$ cat config.mk
export PLATFORM = sky130hd
export DESIGN_NAME = stopwatch_bcd
export DESIGN_NICKNAME = d
export VERILOG_FILES = /design/src/rtl/stopwatch_bcd.sv
export SDC_FILE = /design/constraint.sdc
export NUM_CORES = 1
export LEC_CHECK = 0
export CAP_MARGIN = 5
export CORE_ASPECT_RATIO = 1.1
export CORE_MARGIN = 3
export CORE_UTILIZATION = 55
export DETAILED_ROUTE_END_ITERATION = 7
export GPL_TIMING_DRIVEN = 0
export PLACE_DENSITY_LB_ADDON = 0.15
export SYNTH_ARGS = -nofsm -noshare
export SYNTH_HDL_FRONTEND = slang
export SYNTH_SLANG_ARGS = --single-unit
$ cat constraint.sdc
create_clock -name clk -period 3.8 [get_ports clk]
set_input_delay 0.76 -clock clk [delete_from_list [all_inputs] [get_ports clk]]
set_output_delay 0.76 -clock clk [all_outputs]
set_load 0.005 [all_outputs]
$ cat src/rtl/stopwatch_bcd.sv
// stopwatch_bcd: four-digit BCD stopwatch (SS.hh, 00.00 - 59.99).
// A prescaler divides clk down to the count tick. The four BCD digits
// increment as a cascade on every tick while running. Start/stop and
// clear arrive as single-cycle pulses.
//
// Optional feature macro: LAP_HOLD_EN
//   defined   - a display register sits between the counter and the digit
//               outputs, and lap pulses freeze/unfreeze the shown value.
//   undefined - lap is ignored, held is tied low, and the digits are the
//               counter registers themselves.

module stopwatch_bcd #(
  parameter int unsigned CLK_HZ  = 100_000_000,
  parameter int unsigned TICK_HZ = 100
) (
  input  logic       clk,
  input  logic       reset_n,
  input  logic       start_stop,
  input  logic       clear,
  input  logic       lap,
  output logic [3:0] digit0,
  output logic [3:0] digit1,
  output logic [3:0] digit2,
  output logic [3:0] digit3,
  output logic       running,
  output logic       overflow,
  output logic       held
);

  // Prescaler geometry. DIV is expected to be >= 2.
  localparam int unsigned DIV  = CLK_HZ / TICK_HZ;
  localparam int unsigned PW   = (DIV > 1) ? $clog2(DIV) : 1;
  localparam logic [PW-1:0] PRESC_LAST = PW'(DIV - 1);

  typedef enum logic [1:0] {
    IDLE  = 2'd0,
    RUN   = 2'd1,
    PAUSE = 2'd2
  } state_t;

  state_t        state_q, state_d;
  logic [PW-1:0] presc_q, presc_d;
  logic [15:0]   count_q, count_d;   // {tens_s, units_s, tenths, hundredths}
  logic [3:0]    at_max;             // per-digit "would roll over on carry"
  logic          tick;
  logic          wrap;
  logic          overflow_q, overflow_d;
  logic          running_q;

  // Tick fires on the last prescaler phase while running; the counter
  // increments and the prescaler wraps on the same edge.
  assign tick = (state_q == RUN) && (presc_q == PRESC_LAST);

  // A full wrap happens only when every digit is at its maximum (59.99).
  assign wrap = tick && (&at_max);

  // Run-state register.
  always_ff @(posedge clk) begin
    if (!reset_n) begin
      state_q <= IDLE;
    end else begin
      state_q <= state_d;
    end
  end

  // Next-state logic: clear dominates, start_stop toggles run/pause.
  always_comb begin
    state_d = state_q;
    if (clear) begin
      state_d = IDLE;
    end else if (start_stop) begin
      unique case (state_q)
        IDLE:    state_d = RUN;
        RUN:     state_d = PAUSE;
        PAUSE:   state_d = RUN;
        default: state_d = IDLE;
      endcase
    end
  end

  // Prescaler next value: advances only in RUN, holds its phase in PAUSE.
  always_comb begin
    presc_d = presc_q;
    if (clear) begin
      presc_d = '0;
    end else if (state_q == RUN) begin
      if (presc_q == PRESC_LAST) begin
        presc_d = '0;
      end else begin
        presc_d = presc_q + PW'(1);
      end
    end
  end

  // Prescaler register.
  always_ff @(posedge clk) begin
    if (!reset_n) begin
      presc_q <= '0;
    end else begin
      presc_q <= presc_d;
    end
  end

  // Cascaded BCD counter. Each digit rolls over when it sees a carry while
  // at its maximum (9, or 5 for the seconds-tens digit). Using >= for the
  // maximum test means an out-of-range value can never persist past a carry.
  genvar gi;
  generate
    for (gi = 0; gi < 4; gi++) begin : g_digit
      localparam logic [3:0] MAX_VAL = (gi == 3) ? 4'd5 : 4'd9;
      logic carry_in;
      logic [3:0] cur;

      assign cur        = count_q[gi*4 +: 4];
      assign at_max[gi] = (cur >= MAX_VAL);

      if (gi == 0) begin : g_first
        assign carry_in = tick;
      end else begin : g_rest
        assign carry_in = tick & (&at_max[gi-1:0]);
      end

      assign count_d[gi*4 +: 4] = clear    ? 4'd0 :
                                  !carry_in ? cur  :
                                  at_max[gi] ? 4'd0 : cur + 4'd1;
    end
  endgenerate

  // Counter register.
  always_ff @(posedge clk) begin
    if (!reset_n) begin
      count_q <= '0;
    end else begin
      count_q <= count_d;
    end
  end

  // Sticky overflow: set by the 59.99 -> 00.00 wrap, dropped only by clear.
  always_comb begin
    overflow_d = overflow_q;
    if (clear) begin
      overflow_d = 1'b0;
    end else if (wrap) begin
      overflow_d = 1'b1;
    end
  end

  // Status registers; running mirrors the next state so it is registered.
  always_ff @(posedge clk) begin
    if (!reset_n) begin
      overflow_q <= 1'b0;
      running_q  <= 1'b0;
    end else begin
      overflow_q <= overflow_d;
      running_q  <= (state_d == RUN);
    end
  end

  assign running  = running_q;
  assign overflow = overflow_q;

`ifdef LAP_HOLD_EN
  logic        held_q, held_d;
  logic [15:0] disp_q, disp_d;

  // Display capture: follows the counter's next value unless frozen. A lap
  // that freezes captures the current (pre-increment) count; a lap that
  // unfreezes resumes tracking on the same edge.
  always_comb begin
    held_d = held_q;
    disp_d = count_d;
    if (clear) begin
      held_d = 1'b0;
    end else if (lap && (state_q != IDLE)) begin
      if (!held_q) begin
        held_d = 1'b1;
        disp_d = count_q;
      end else begin
        held_d = 1'b0;
      end
    end else if (held_q) begin
      disp_d = disp_q;
    end
  end

  // Display and hold-flag registers.
  always_ff @(posedge clk) begin
    if (!reset_n) begin
      held_q <= 1'b0;
      disp_q <= '0;
    end else begin
      held_q <= held_d;
      disp_q <= disp_d;
    end
  end

  assign held   = held_q;
  assign digit0 = disp_q[3:0];
  assign digit1 = disp_q[7:4];
  assign digit2 = disp_q[11:8];
  assign digit3 = disp_q[15:12];
`else
  logic unused_lap;

  assign unused_lap = lap;
  assign held       = 1'b0;
  assign digit0     = count_q[3:0];
  assign digit1     = count_q[7:4];
  assign digit2     = count_q[11:8];
  assign digit3     = count_q[15:12];
`endif

endmodule

==> out/results.tsv, run 1 <==
metric	value	unit
crit_family	buffers and inverters	
max_stage_delay	0.55	ns
ys_seq_area_share	38.42	%
outcome	finished, final reports clean	
dp_hpwl	2.971	mm
crit_type	reg2out	
ys_ff_latch	40	
maxCapViolations	0	
cts_sinks	40	
rsz0062_at_grt	no	
fin_tns_setup	0	ns
design_area	2431	um2
p_total	0.0007260	W
arrival	1.36	ns
fmax	472.1	MHz
grt_overflow	0	
cts_tree	yes	
grt.total_usage	18.74	%
synth_nets	252	
synth_cell_type_count	48	
worstPathRequired	3.04	ns
powerDensity	298.6	nW/um2
diodes	0	
end_kind	primary output	
grt_pass1_wl	6.775	mm
area_growth	16.63	%
clk_pin_slew	0.12	ns
wl_per_cell	12.97	um
die_width	64.70	um
clk_latency	0.35	ns
cp_max_fo	6	
cts_made_buffers	5	
drt_pre_antenna_iters	4	
routabilityCongestion	0.7843	
die_area	4565	um2
min_period	2.118	ns
cpMaxStageDelayCell	clkdlybuf4s50_1	
synthCells	234	
h-tree-depth	2	
cp_cell_sequence	clkdlybuf4s50_1	
core	3496	um2
start_util	59.63	%
final_cell_count_no_fill	311	
clockBufferDepth	2	
skew	0.006617	ns
num_io_pins	24	
ctsResizeCount	0	
antenna_found_initial	0	
place_ws	1.412	ns
grt_pass1_vias	1489	
drt_iter0_drc	106	
vias	1647	
drcViolationCount	0	
postCtsSetupBuffers	0	
placed_cells	303	
peakVddDrop	0.2505	mV
leakage	0.8460	nW
io_buffers	21	
fp.dieH	70.57	um
ant_nets	0	
maxSlewViolCount	0	
setup_viol	0	
grt_max_degree	13	
worst_slack	1.682	ns
n_fill_cell	295	
hold_buffers	0	
hp-class	reg2reg	
vias_per_cell	5.296	
synth_warnings	0	
detailed_place.area	2355	um2
row_count	22	
synth_area	2084	um2
drive_gt1_share	9.886	%
routed_wirelength	4.035	mm
crit_buf_inv	1	
startpoint_type	flip-flop	
nNetsFinal	280	
fin_crit_sh	55.74	%
syn_avg_cell_area	8.908	um2
hold_viol_final	0	
cts-root-buf	clkbuf_4	
[final timing paths]
kind         startpoint          end  slack (ns)  depth (start not counted)
min          presc_q[1]   presc_q[1]        0.50                          2
min reg2reg  presc_q[1]   presc_q[1]        0.50                          2
max reg2reg  count_q[9]  count_q[14]        1.80                          7
max          count_q[8]    digit2[0]        1.68                          1
[flip-flops by register name (all words and copies together) (netlist names)]
register	cells
count_q	16
overflow	1
presc_q	20
running	1
state_q	2
[cell type report]
type                    count  area [um2]  area share, %
repair buffers             21       210.2          8.646
flip-flops and latches     40       800.8          32.94
plain buffers              10       73.82          3.037
well taps                  48       60.06          2.470
multi-input cells         170        1157          47.61
inverters                  14       52.55          2.162
clock inverters             2       35.03          1.441
clock buffers               6       41.29          1.698
[synth_stat cells, drive strengths merged]
library cell	number	area share, %
or3	2	0.60
nand2b	7	2.1
and4	4	1.9
and3	2	0.60
nor2b	3	0.90
inv	14	2.5
nor4b	3	1.6
nand3	5	1.2
buf	6	2.8
xor2	6	2.5
conb	1	0.18
a31oi	2	0.60
a31o	2	0.84
clkbuf	4	0.72
nor2	35	6.3
nand2	15	2.7
a22o	1	0.42
or3b	2	0.84
nand3b	1	0.36
o31ai	2	0.72
and4bb	2	1.2
o21ai	2	0.48
and2	3	0.90
mux2	1	0.54
and4b	1	0.48
a21oi	6	1.4
a41oi	2	0.84
nand4	9	3.0
o211ai	1	0.36
xnor2	16	6.7
nor3b	1	0.36
nor4	2	0.90
ha	13	7.8
a32o	1	0.48
o21a	1	0.36
nor3	12	3.4
mux2i	4	1.9
dfxtp	40	38
[layout by cell type (no fill, tap or decap), types with 2 or more instances in the layout]
master	synthesis	routed
a21oi_1	6	6
a31o_2	2	2
a31oi_1	2	2
a41oi_1	2	2
and2_1	3	3
and3_1	2	2
and4_1	2	2
and4bb_2	2	2
buf_4	3	3
clkbuf_1	4	5
clkbuf_4	0	5
clkdlybuf4s50_1	0	21
dfxtp_1	40	40
ha_1	13	13
inv_1	14	14
mux2i_1	4	4
nand2_1	15	15
nand2b_1	7	7
nand3_1	5	5
nand4_1	8	8
nor2_1	35	35
nor2b_1	3	3
nor3_1	11	11
nor4b_1	2	2
o31ai_1	2	2
or3_1	2	2
or3b_2	2	2
xnor2_1	16	16
xor2_1	6	6
[layer usage]
metal / track usage (%) / wire (um)
met5: 0 / 0
met3: 3.810 / 124
met4: 7.042 / 51
met1: 25.17 / 1979
met2: 29.70 / 1880
[power breakdown]
part	leakage (nW)	internal [W]	switching (W)
Sequential	0.322	0.000421	0.00000148
Clock	0.0422	0.000138	0.000139
Combinational	0.481	0.0000129	0.0000142
[cell families (layout without fill, tap and decap cells)]
group           Yosys count  in the layout  share of synthesized area [%]
xor+xnor                 22             22                          9.243
buf+inv                  24             53                          6.062
other cells               1              1                         0.1799
simple gates            109            109                          29.29
fa+ha+maj                13             13                          7.803
mux                       5              5                          2.461
flops                    40             40                          38.42
compound gates           20             20                          6.543
[stage by stage]
step | utilization (%) | hold slack [ns]
after floorplan | - | 0.4651
after global placement | 67.36 | 0.4631
after CTS | 69.54 | 0.5068
after global routing | 69.54 | 0.5418
final | 69.54 | 0.5017
after detailed placement | 67.36 | 0.4879
Note: power is estimated with default switching activity, not from simulation.
==> run 2, diff against run 1 <==
==> constraint.sdc (replaced) <==
create_clock -name clk -period 2.2 [get_ports clk]
set_input_delay 0.44 -clock clk [delete_from_list [all_inputs] [get_ports clk]]
set_output_delay 0.44 -clock clk [all_outputs]
set_load 0.005 [all_outputs]
==> results of run 2 <==
Same layout as run 1 (identical final DEF). Status: finished, final reports clean.
Among the figures that moved: setup slack after placement 1.412 ns -> 0.1319 ns; setup slack after layout 1.682 ns -> 0.1978 ns; start point of the critical path count_q[8] -> count_q[9]; end point of the critical path digit2[0] -> count_q[14]; register-to-register setup slack 1.80 ns -> 0.20 ns; total power 0.0007260 W -> 0.001254 W; worst IR drop on VDD 0.2505 mV -> 0.4327 mV
